<file path="config.mk">
export PLATFORM = sky130hd
export DESIGN_NAME = disp_page_ctrl
export DESIGN_NICKNAME = d
export VERILOG_FILES = /design/src/rtl/disp_pkg.sv /design/src/rtl/disp_page_ctrl_debounce.sv /design/src/rtl/disp_page_ctrl.sv
export SDC_FILE = /design/constraint.sdc
export NUM_CORES = 1
export LEC_CHECK = 0
export BUFFER_PORTS_ARGS = -buffer_cell sky130_fd_sc_hd__buf_2
export CAP_MARGIN = 5
export CORE_MARGIN = 2
export CORE_UTILIZATION = 60
export DETAILED_ROUTE_END_ITERATION = 10
export HOLD_SLACK_MARGIN = 0.08
export PLACE_DENSITY = 0.82
export SYNTH_ARGS = -nofsm -noshare
export SYNTH_HDL_FRONTEND = slang
export SYNTH_SLANG_ARGS = --single-unit
</file>
<file path="constraint.sdc">
create_clock -name clk -period 10.34 [get_ports clk]
set_input_delay 0 -clock clk [delete_from_list [all_inputs] [get_ports clk]]
set_output_delay 0 -clock clk [all_outputs]
set_load 0.1 [all_outputs]
</file>
<file path="src/rtl/disp_pkg.sv">
// Shared constants for the display page controller: page indices, widths and
// default timing values for synthesis and for fast simulation.
package disp_pkg;

    localparam int unsigned PAGE_W        = 3;
    localparam int unsigned NUM_PAGES_DEF = 7;

    localparam int unsigned DEBOUNCE_CYCLES_SYN = 1000000;
    localparam int unsigned SCAN_DIV_SYN        = 50000;
    localparam int unsigned DEBOUNCE_CYCLES_SIM = 4;
    localparam int unsigned SCAN_DIV_SIM        = 3;

    localparam logic [PAGE_W-1:0] PG_PC_LO     = 3'd0;
    localparam logic [PAGE_W-1:0] PG_PC_HI     = 3'd1;
    localparam logic [PAGE_W-1:0] PG_INSTR_LO  = 3'd2;
    localparam logic [PAGE_W-1:0] PG_INSTR_HI  = 3'd3;
    localparam logic [PAGE_W-1:0] PG_RESULT_LO = 3'd4;
    localparam logic [PAGE_W-1:0] PG_RESULT_HI = 3'd5;
    localparam logic [PAGE_W-1:0] PG_STATE     = 3'd6;

    // Counter width able to hold 0..n-1, never narrower than one bit.
    function automatic int unsigned cnt_width(input int unsigned n);
        return (n > 1) ? $clog2(n) : 1;
    endfunction

endpackage

</file>
<file path="src/rtl/disp_page_ctrl_debounce.sv">
// Button conditioner: 2-FF synchronizer, stability counter and a one-cycle
// pulse in the cycle the debounced level rises.
module btn_debounce
    import disp_pkg::*;
#(
    parameter int unsigned DEBOUNCE_CYCLES = DEBOUNCE_CYCLES_SYN
) (
    input  logic clk,
    input  logic reset,
    input  logic btn_i,
    output logic rise_c_o
);

    localparam int unsigned CNT_W = cnt_width(DEBOUNCE_CYCLES);

    logic             sync1_q;
    logic             btn_s_q;
    logic             stable_q;
    logic [CNT_W-1:0] cnt_q;
    logic             settle_c;

    // Synchronized level has differed long enough to be accepted this cycle.
    assign settle_c = (btn_s_q != stable_q) && (cnt_q == CNT_W'(DEBOUNCE_CYCLES - 1));
    assign rise_c_o = settle_c & btn_s_q;

    always_ff @(posedge clk or posedge reset) begin
        if (reset) begin
            sync1_q  <= 1'b0;
            btn_s_q  <= 1'b0;
            stable_q <= 1'b0;
            cnt_q    <= '0;
        end else begin
            sync1_q <= btn_i;
            btn_s_q <= sync1_q;
            if ((btn_s_q == stable_q) || settle_c) begin
                cnt_q <= '0;
            end else begin
                cnt_q <= cnt_q + 1'b1;
            end
            if (settle_c) begin
                stable_q <= btn_s_q;
            end
        end
    end

endmodule

</file>
<file path="src/rtl/disp_page_ctrl.sv">
// Display page controller: snapshots processor buses, selects a 16-bit page
// stepped by a debounced button, and divides clk down to the digit scan clock.
module disp_page_ctrl
    import disp_pkg::*;
#(
    parameter int unsigned DEBOUNCE_CYCLES = DEBOUNCE_CYCLES_SYN,
    parameter int unsigned SCAN_DIV        = SCAN_DIV_SYN,
    parameter int unsigned NUM_PAGES       = NUM_PAGES_DEF
) (
    input  logic              clk,
    input  logic              reset,
    input  logic              btn_next,
    input  logic              freeze,
    input  logic [31:0]       pc,
    input  logic [31:0]       instr,
    input  logic [31:0]       result,
    input  logic [3:0]        state_prog,
    output logic [15:0]       data,
    output logic [PAGE_W-1:0] page,
    output logic              scan_clk
);

    localparam int unsigned DIV_W = cnt_width(SCAN_DIV);

    logic              adv_c;
    logic [PAGE_W-1:0] page_q;
    logic [15:0]       data_q;
    logic [15:0]       data_d;
    logic [31:0]       snap_pc_q;
    logic [31:0]       snap_instr_q;
    logic [31:0]       snap_result_q;
    logic [3:0]        snap_state_q;
    logic [DIV_W-1:0]  div_q;
    logic              scan_q;

    btn_debounce #(
        .DEBOUNCE_CYCLES(DEBOUNCE_CYCLES)
    ) u_btn_debounce (
        .clk     (clk),
        .reset   (reset),
        .btn_i   (btn_next),
        .rise_c_o(adv_c)
    );

    always_comb begin
        data_d = 16'h0000;
        case (page_q)
            PG_PC_LO:     data_d = snap_pc_q[15:0];
            PG_PC_HI:     data_d = snap_pc_q[31:16];
            PG_INSTR_LO:  data_d = snap_instr_q[15:0];
            PG_INSTR_HI:  data_d = snap_instr_q[31:16];
            PG_RESULT_LO: data_d = snap_result_q[15:0];
            PG_RESULT_HI: data_d = snap_result_q[31:16];
            PG_STATE:     data_d = {12'h000, snap_state_q};
            default:      data_d = 16'h0000;
        endcase
    end

    always_ff @(posedge clk or posedge reset) begin
        if (reset) begin
            page_q        <= '0;
            data_q        <= 16'h0000;
            snap_pc_q     <= '0;
            snap_instr_q  <= '0;
            snap_result_q <= '0;
            snap_state_q  <= '0;
            div_q         <= '0;
            scan_q        <= 1'b0;
        end else begin
            if (adv_c) begin
                page_q <= (page_q == PAGE_W'(NUM_PAGES - 1)) ? '0 : page_q + 1'b1;
            end
            // A freeze sampled high blocks capture in that same cycle.
            if (!freeze) begin
                snap_pc_q     <= pc;
                snap_instr_q  <= instr;
                snap_result_q <= result;
                snap_state_q  <= state_prog;
            end
            data_q <= data_d;
            if (div_q == DIV_W'(SCAN_DIV - 1)) begin
                div_q  <= '0;
                scan_q <= ~scan_q;
            end else begin
                div_q <= div_q + 1'b1;
            end
        end
    end

    assign data     = data_q;
    assign page     = page_q;
    assign scan_clk = scan_q;

endmodule

</file>
==> reports/qor.yml <==
critPathArrivalTime_ns: 2.76
final_area_mm2: 0.009226
end_kind: "register"
ys.flop_type: "dfrtp_1"
seqPwrFrac: 0.460
syn_area_mm2: 0.006907
htree_levels: 4
clock_path_buffers: 2
antenna_left: 0
total_power_mw: 1.520
start_kind: "register"
clock_latency_ns: 0.43
place_area_mm2: 0.007610
grt_max_degree: 101
cp_max_fo: 28
synth_edf_count: 0
die_area_mm2: 0.01239
layout-drive-gt1-share: 0.3670
fmax_mhz: 411.1
ir_worst_vdd_mv: 0.1536
ys_seq_area_frac: 0.5761
drc: 0
hold_viol: 0
avgSynthCellArea_um2: 12.96
globalRoute.totalOverflow: 0
report.final.setup_viol: 0
clkTransAtPathRegs_ns: 0.06
die_h_um: 111.3
p_sw_mw: 0.3826
rows: 39
grt_first_pass_wirelength_um: 27950
boundaryPins: 124
synthToLayoutAreaGrowth_pct: 33.59
hold_class: "primary input to register"
p_sw_frac: 0.2517
io_buffers: 123
synthCells: 533
drv_cap: 0
fp.dieW_um: 111.3
tightest_slew_ns: 1.247
dr.pass1.iters: 5
fin_crit_ns: 2.433
dr.first_iter.drc_count: 390
initial_utilization: 0.6101
post_synth_num_cell_types: 42
grtUsageTotal: 0.2975
cts-resized-gates: 0
fillerInstances: 581
synth_fp_nets: 640
final_cell_mix: "158 x dfrtp_1, 122 x buf_2, 110 x mux2_2, 102 x dlygate4sd3_1, 43 x nor2_1"
p_leak_nw: 4.040
comb_power_share: 0.129
cts_buffers: 17
power_frac_clock: 0.411
rsz0062_at_grt: "false"
avgViaCountPerCell: 5.771
outcome: "finished, final reports clean"
drt-total-wl_um: 17610
wl_per_cell_um: 19.41
ys_warn_count: 0
fin_ws_ns: 7.907
fin_hold_ws_ns: 0.2423
critPathKind: "register to register"
fin_worst_skew_ns: 0.01124
intPower_mw: 1.137
place_ws_ns: 8.047
dp_hpwl_um: 9863
clkSinkCount: 159
slew_viol_final: 0
async_flop_share: 1.000
worst_slew_margin_rel: 0.1685
layout_commonest_cell: "dfrtp_1"
nets: 858
antenna_found_initial: 0
required_ns: 10.67
synth-seq-cells: 159
place_congestion: 0.8403
cts-root-buf: "clkbuf_16"
period_share: 0.2353
core_area_mm2: 0.01132
setup_tns_ns: 0
grt_pass1_vias: 5503
dr_total_vias: 5234
cts_tree: "yes"
power_density_mw_per_mm2: 164.7
metal layers:
| layer | part of all wire | up-vias | GRT usage |
|---|---|---|---|
| li1 | - | 2354 | - |
| met4 | 0.053 | 0 | 0.1893 |
| met5 | 0 | - | 0 |
| met2 | 0.51 | 215 | 0.5024 |
| met1 | 0.39 | 2589 | 0.3467 |
| met3 | 0.051 | 76 | 0.06178 |
synth_stat cells (4+ instances only):
cell type | number | area [um2]
nand4_1 | 12 | 75.07
nand2_1 | 10 | 37.54
a21oi_1 | 12 | 60.06
a22oi_1 | 13 | 97.59
buf_2 | 8 | 40.04
xnor2_1 | 16 | 140.1
o21ai_0 | 18 | 90.09
nand3_1 | 12 | 60.06
nor2b_1 | 5 | 31.28
dfrtp_1 | 159 | 3979
nor4_1 | 5 | 31.28
a221oi_1 | 4 | 35.03
nor3_1 | 6 | 30.03
nor2_1 | 43 | 161.4
clkbuf_1 | 20 | 75.07
and4_1 | 4 | 35.03
xor2_1 | 14 | 122.6
mux2i_1 | 12 | 120.1
and3_1 | 5 | 31.28
mux2_2 | 110 | 1239
inv_1 | 10 | 37.54
mux4_2 | 4 | 90.09
layout make-up:
| cell class | count | area (um2) | share of cell area |
|---|---|---|---|
| timing repair buffer | 227 | 1654 | 0.1793 |
| clock inverter | 9 | 108.9 | 0.01180 |
| inverter | 10 | 42.54 | 0.004611 |
| clock buffer | 22 | 484.2 | 0.05248 |
| tap | 143 | 178.9 | 0.01939 |
| multi-input combinational | 336 | 2775 | 0.3008 |
| antenna | 1 | 2.502 | 0.0002712 |
| sequential | 159 | 3980 | 0.4314 |
through the flow:
stage                       util  instances
final                     0.8150        907
after global routing      0.8148        906
after CTS                 0.8148        906
after global placement    0.6722        773
after floorplan                -        533
after detailed placement  0.6722        773
worst paths after layout:
path,from,to,slack [ns],depth (start not counted)
setup reg to reg,page[0]$_DFFE_PP0P_,data[2]$_DFF_PP0_,7.91,4
min in group asynchronous,reset,div_q[11]$_DFF_PP0_,0.32,3
setup / recovery,page[0]$_DFFE_PP0P_,data[2]$_DFF_PP0_,7.91,4
hold / removal,btn_next,u_btn_debounce.sync1_q$_DFF_PP0_,0.24,2
max in group asynchronous,reset,page[2]$_DFFE_PP0P_,8.65,4
hold reg to reg,u_btn_debounce.sync1_q$_DFF_PP0_,u_btn_debounce.btn_s_q$_DFF_PP0_,0.36,0
what timing repair did:
| action | in CTS | in global routing |
|---|---|---|
| hold buffers | 102 | 0 |
| endpoints found under the setup margin | 0 | 0 |
| hold endpoints to repair | 196 | 0 |
| setup buffers | 0 | 0 |
flip-flops by register name, summed over array words and instances (netlist names):
| signal | count |
|---|---|
| u_btn_debounce.sync1_q | 1 |
| snap_instr_q | 32 |
| snap_result_q | 32 |
| div_q | 16 |
| data | 16 |
| u_btn_debounce.stable_q | 1 |
| u_btn_debounce.btn_s_q | 1 |
| scan_clk | 1 |
| page | 3 |
| snap_state_q | 4 |
| snap_pc_q | 32 |
| u_btn_debounce.cnt_q | 20 |
worst max-delay path: stages, from the launching register on:
cell	delay, ns
dfrtp_1	1.00
nor2b_1	0.86
a22o_1	0.24
a222oi_1	0.07
o21ai_0	0.15
cell families after synthesis:
logic type	after synthesis	share of synthesized area
AO/OA/AOI/OAI	58	0.05417
XOR/XNOR	30	0.03804
multiplexers	126	0.2098
flip-flops	159	0.5761
adder cells (fa/ha/maj)	3	0.005435
buffers and inverters	38	0.02210
AND/OR/NAND/NOR	119	0.09439
power groups by stage:
stage               Sequential [mW]  Combinational (mW)  Clock [mW]
global placement              0.704               0.157           0
floorplan                     0.742              0.0726           0
global route                  0.702               0.209       0.655
CTS                           0.695               0.193       0.625
detailed placement            0.706               0.162           0
finish                        0.699               0.196       0.625
No activity file was read; power rests on OpenSTA's default activity.
